## config.mk

```make
export PLATFORM = sky130hd
export DESIGN_NAME = sar_search_controller
export DESIGN_NICKNAME = d
export VERILOG_FILES = /design/src/rtl/sar_search_pkg.sv /design/src/rtl/sar_probe_step.sv /design/src/rtl/sar_search_controller.sv
export SDC_FILE = /design/constraint.sdc
export NUM_CORES = 1
export LEC_CHECK = 0
export ABC_AREA = 0
export CORE_ASPECT_RATIO = 0.8
export CORE_UTILIZATION = 40
export DETAILED_ROUTE_END_ITERATION = 16
export PLACE_DENSITY_LB_ADDON = 0.25
export SETUP_SLACK_MARGIN = 0.15
export SLEW_MARGIN = 20
export SYNTH_ARGS = -nofsm -noshare
export SYNTH_HDL_FRONTEND = slang
export SYNTH_SLANG_ARGS = --single-unit
```

## constraint.sdc

```tcl
create_clock -name clk -period 2.3 [get_ports clk]
set_input_delay 0.46 -clock clk [delete_from_list [all_inputs] [get_ports clk]]
set_output_delay 0.46 -clock clk [all_outputs]
set_load 0.1 [all_outputs]
```

## src/rtl/sar_search_pkg.sv

```systemverilog
// Shared types and constants for the successive-approximation search controller.
// Build option: define SAR_EARLY_EXIT_EN to let the search stop as soon as the
// comparator reports equality (see sar_search_controller).
package sar_search_pkg;

    // Controller FSM states.
    typedef enum logic [1:0] {
        ST_IDLE    = 2'd0,
        ST_COMPARE = 2'd1,
        ST_DONE    = 2'd2
    } sar_state_t;

    // Indexed by {a_greater, equal, b_greater}: a bit is 1 where exactly one
    // flag is high (patterns 001, 010, 100), i.e. the comparator output is legal.
    localparam logic [7:0] FLAG_LEGAL_MASK = 8'b0001_0110;

    function automatic logic flags_legal(input logic a_greater,
                                         input logic equal,
                                         input logic b_greater);
        return FLAG_LEGAL_MASK[{a_greater, equal, b_greater}];
    endfunction

endpackage

```

## src/rtl/sar_probe_step.sv

```systemverilog
// One successive-approximation step: decide the bit under test from the
// comparator result, then raise the next lower bit as the following trial.
module sar_probe_step #(
    parameter int WIDTH = 4,
    parameter int IDX_W = 2
) (
    input  logic [WIDTH-1:0] probe,
    input  logic [IDX_W-1:0] bit_idx,
    input  logic             b_greater,
    output logic [WIDTH-1:0] decided,
    output logic [WIDTH-1:0] next_probe
);

    // Clear the trial bit when the probe overshot a; then set the next bit down.
    always_comb begin
        decided = probe;
        if (b_greater) begin
            decided[bit_idx] = 1'b0;
        end
        next_probe = decided;
        if (bit_idx != '0) begin
            next_probe[bit_idx - IDX_W'(1)] = 1'b1;
        end
    end

endmodule

```

## src/rtl/sar_search_controller.sv

```systemverilog
// MSB-first successive-approximation controller driving the `b` operand of a
// combinational magnitude comparator to recover the value on its `a` operand.
// Build option: SAR_EARLY_EXIT_EN ends the search on a legal `equal` flag.
//
// Handshake: `start` is a request sampled only in IDLE (ignored while busy or
// in DONE). `busy` is high for every COMPARE cycle. `done` pulses for exactly
// one cycle when the search ends; `result` is valid from that cycle and held
// until the next accepted start. `flag_error` is sticky over a search.
module sar_search_controller
    import sar_search_pkg::*;
#(
    parameter int WIDTH = 4
) (
    input  logic             clk,
    input  logic             reset,
    input  logic             start,
    input  logic             a_greater,
    input  logic             equal,
    input  logic             b_greater,
    output logic [WIDTH-1:0] probe,
    output logic             busy,
    output logic             done,
    output logic [WIDTH-1:0] result,
    output logic             flag_error,
    output sar_state_t       dbg_state
);

    localparam int               IDX_W   = $clog2(WIDTH);
    localparam logic [IDX_W-1:0] TOP_IDX = IDX_W'(WIDTH - 1);
    localparam logic [WIDTH-1:0] MSB_ONE = {1'b1, {(WIDTH-1){1'b0}}};

    sar_state_t       state, state_nxt;
    logic [IDX_W-1:0] bit_idx, bit_idx_nxt;
    logic [WIDTH-1:0] probe_nxt, result_nxt;
    logic             busy_nxt, done_nxt, flag_error_nxt;
    logic             flags_ok;
    logic             step_b_greater;
    logic [WIDTH-1:0] decided, next_probe;

    // An illegal flag pattern is treated as "keep the bit".
    assign flags_ok       = flags_legal(a_greater, equal, b_greater);
    assign step_b_greater = b_greater & flags_ok;
    assign dbg_state      = state;

    sar_probe_step #(
        .WIDTH (WIDTH),
        .IDX_W (IDX_W)
    ) u_step (
        .probe      (probe),
        .bit_idx    (bit_idx),
        .b_greater  (step_b_greater),
        .decided    (decided),
        .next_probe (next_probe)
    );

    // FSM state register.
    always_ff @(posedge clk or posedge reset) begin
        if (reset) begin
            state <= ST_IDLE;
        end else begin
            state <= state_nxt;
        end
    end

    // Next-state and next-output decode; every output is registered below.
    always_comb begin
        state_nxt      = state;
        bit_idx_nxt    = bit_idx;
        probe_nxt      = probe;
        result_nxt     = result;
        flag_error_nxt = flag_error;
        busy_nxt       = 1'b0;
        done_nxt       = 1'b0;
        case (state)
            ST_IDLE: begin
                if (start) begin
                    probe_nxt      = MSB_ONE;
                    bit_idx_nxt    = TOP_IDX;
                    flag_error_nxt = 1'b0;
                    busy_nxt       = 1'b1;
                    state_nxt      = ST_COMPARE;
                end
            end
            ST_COMPARE: begin
                if (!flags_ok) begin
                    flag_error_nxt = 1'b1;
                end
`ifdef SAR_EARLY_EXIT_EN
                if (flags_ok && equal) begin
                    result_nxt = probe;
                    done_nxt   = 1'b1;
                    state_nxt  = ST_DONE;
                end else
`endif
                if (bit_idx == '0) begin
                    probe_nxt  = decided;
                    result_nxt = decided;
                    done_nxt   = 1'b1;
                    state_nxt  = ST_DONE;
                end else begin
                    probe_nxt   = next_probe;
                    bit_idx_nxt = bit_idx - IDX_W'(1);
                    busy_nxt    = 1'b1;
                end
            end
            ST_DONE: begin
                state_nxt = ST_IDLE;
            end
            default: begin
                state_nxt = ST_IDLE;
            end
        endcase
    end

    // Datapath and output registers; reset abandons any search in progress.
    always_ff @(posedge clk or posedge reset) begin
        if (reset) begin
            bit_idx    <= '0;
            probe      <= '0;
            result     <= '0;
            flag_error <= 1'b0;
            busy       <= 1'b0;
            done       <= 1'b0;
        end else begin
            bit_idx    <= bit_idx_nxt;
            probe      <= probe_nxt;
            result     <= result_nxt;
            flag_error <= flag_error_nxt;
            busy       <= busy_nxt;
            done       <= done_nxt;
        end
    end

endmodule

```

==> metrics.md <==
| Metric | Value |
|---|---|
| CTS Buf Count | 3 |
| Clock tree sinks | 15 |
| Cell depth of the worst setup path | 6 |
| Synth warn | 0 |
| WP data required | 2.49 ns |
| Mean routed wirelength per cell | 12.9 um |
| Worst reg-to-reg setup slack | 0.69 ns |
| Port Buffer Count | 18 |
| Critical path, cell by cell | clkdlybuf4s50_1 -> inv_1 -> ha_1 -> mux2i_4 -> o21ai_2 -> o31ai_1 |
| Root Buffer | clkbuf_4 |
| Max FO, Critical Path | 6 |
| Hold slack final | 0.485 ns |
| H-tree depth | 1 |
| Syn Nets | 85 |
| Post-CTS Setup Bufs | 0 |
| Initial antenna violation count | 0 |
| FFs w/ async S/R, synth | 1.00 |
| Vias per inst | 5.03 |
| RSZ-0062 raised after global routing | no |
| Critical setup path kind | in2reg |
| CTS tree | done |
| Multi-input logic area | 360 sq um |
| Final Skew | 0.00490 ns |
| # rows | 13 |
| Register bit total from synthesis | 15 |
| TNS Setup | 0 ns |
| CP endpoint | probe[2] |
| Min cycle time layout | 1.70 ns |
| Hold-fix buffers, CTS | 0 |
| GR Overflow Total | 0 |
| Final core occ | 0.562 |
| Nets | 106 |
| Critical Path Max Stage Delay | 0.51 ns |
| CP Capture Type | register |
| Synth unique cells | 27 |
| Fillers | 169 |
| DIE WIDTH | 51.5 um |
| Core area | 1720 sq um |
| Clock latency on the worst-skew pair | 0.29 ns |
| Dpl hpwl | 1140 um |
| Data arrival time of the worst path | 1.89 ns |
| Max Slew Vio Count | 0 |
| Post-synthesis instance total | 74 |
| Slew HR | 0.624 |
| Die Area | 2140 sq um |
| Crit. Startpoint | b_greater |
| Total I/O pin count | 19 |
| Main synth FF type | dfrtp_1 |
| Antenna-violating nets left | 0 |
| DRC viols | 0 |
| Worst-Margin Slew | 0.563 ns |
| First-pass GRT wire length | 2620 um |
| Critical R2R Launch | bit_idx[0] |
| Final worst-path cycle share | 0.740 |
| Status | finished clean |
| Post-CTS sizing | 0 |
| Area growth syn-to-layout | 23.4% |
| Initial Utilization | 0.455 |
| EDFF count, synth | 0 |
| Share of cells above drive strength 1 | 0.255 |
| Routability-driven placement congestion ratio | 0.758 |
| Cells on worst reg2reg path | 5 |
| Max Cap Violations | 0 |
| Final setup vio count | 0 |
| Pin count of the biggest net entering global routing | 16 |
| Die Y | 41.6 um |
| Post-Syn Area | 785 sq um |
| Vias in the first global route | 544 |
| Initial DRC Count | 4 |
| Seq/Total Area, Yosys | 0.478 |
| Worst R2R End | bit_idx[0] |
| Clk buf depth | 2 |
| Syn avg cell area | 10.6 sq um |
| Worst Setup Start Kind | input pin |
| Worst-path clk slew | 0.09 ns |
| CP max-delay cell | clkdlybuf4s50_1 |
| Post-Route WL | 1500 um |
| Hold Fails Final Rpt | 0 |
| CP bufs+invs | 2 |
| Register area | 375 sq um |
| Fmax | 0.587 GHz |
| Crit path max-delay family | buffers and inverters |
| Total track usage | 0.175 |
| 1st-pass router iterations | 4 |
| Ant. Diodes | 0 |
| Detailed-route via count | 583 |
| Worst min-delay path class | reg2reg |
## cell type report
type,count,share of cell area
inverters,8,0.0310
multi-input cells,49,0.372
clock inverters,1,0.00517
well taps,22,0.0284
clock buffers,3,0.0233
repair buffers,18,0.152
flip-flops and latches,15,0.388
## synth_stat cells, types with 2 or more instances
library cell,n,area (sq um)
a31oi_1,2,12.5
a32oi_1,3,26.3
dfrtp_1,15,375
ha_1,5,62.6
inv_1,8,30.0
nand2_1,8,30.0
nor2_1,6,22.5
o21ai_0,6,30.0
o21ai_1,3,15.0
## flip-flops by register name, summed over array words and instances (netlist names)
name	cells
bit_idx	2
busy	1
flag_error	1
dbg_state	2
result	4
probe	4
done	1
## kinds of logic (layout without fill, tap and decap cells)
| logic type | Yosys count | in the layout | share of synthesized area |
|---|---|---|---|
| and+or+nand+nor | 19 | 19 | 0.131 |
| buffers and inverters | 10 | 30 | 0.0622 |
| AOI/OAI and AO/OA | 22 | 22 | 0.193 |
| adders and majority gates | 5 | 5 | 0.0797 |
| DFF | 15 | 15 | 0.478 |
| muxes | 3 | 3 | 0.0558 |
## per-stage QoR
step	std cells	instance area (sq um)	worst slack, ns
final	116	968	0.598
after global routing	116	968	0.527
after CTS	116	968	0.577
after detailed placement	112	941	0.275
after global placement	112	941	0.313
after floorplan	74	785	0.599
## how the worst min path moves through the flow
stage / depth (start not counted) / start / to / slack [ns]
floorplan: 1 / reset / bit_idx[0] / 0.36
global placement: 2 / result[0] / result[0] / 0.46
detailed placement: 2 / result[0] / result[0] / 0.47
CTS: 2 / result[0] / result[0] / 0.49
global route: 2 / result[1] / result[1] / 0.55
finish: 2 / result[0] / result[0] / 0.48
## worst reg2reg max path, stage by stage (launching register included)
cell	delay (ns)
dfrtp_1	0.46
inv_1	0.16
ha_1	0.38
nor2_1	0.13
mux2_2	0.29
a22oi_2	0.12
## placed cells by master, fill, tap and decap left out, types with 2 or more instances in the layout
cell | netlist | layout
clkbuf_4 | 0 | 3
buf_4 | 1 | 13
a31oi_1 | 2 | 2
clkdlybuf4s50_1 | 0 | 5
dfrtp_1 | 15 | 15
o21ai_1 | 3 | 3
nor2_1 | 6 | 6
a32oi_1 | 3 | 3
nand2_1 | 8 | 8
o21ai_0 | 6 | 6
ha_1 | 5 | 5
inv_1 | 8 | 8
## routing by layer
layer,global-route usage,share of wire,vias to the layer above
met2,0.255,0.46,16
li1,-,-,295
met4,0.0649,0.017,0
met1,0.228,0.47,267
met5,0,0,-
met3,0.0769,0.055,5
Power is left out: the tool's default activity adds up to more than one toggle a clock period on the data nets, which glitch-free logic cannot reach.
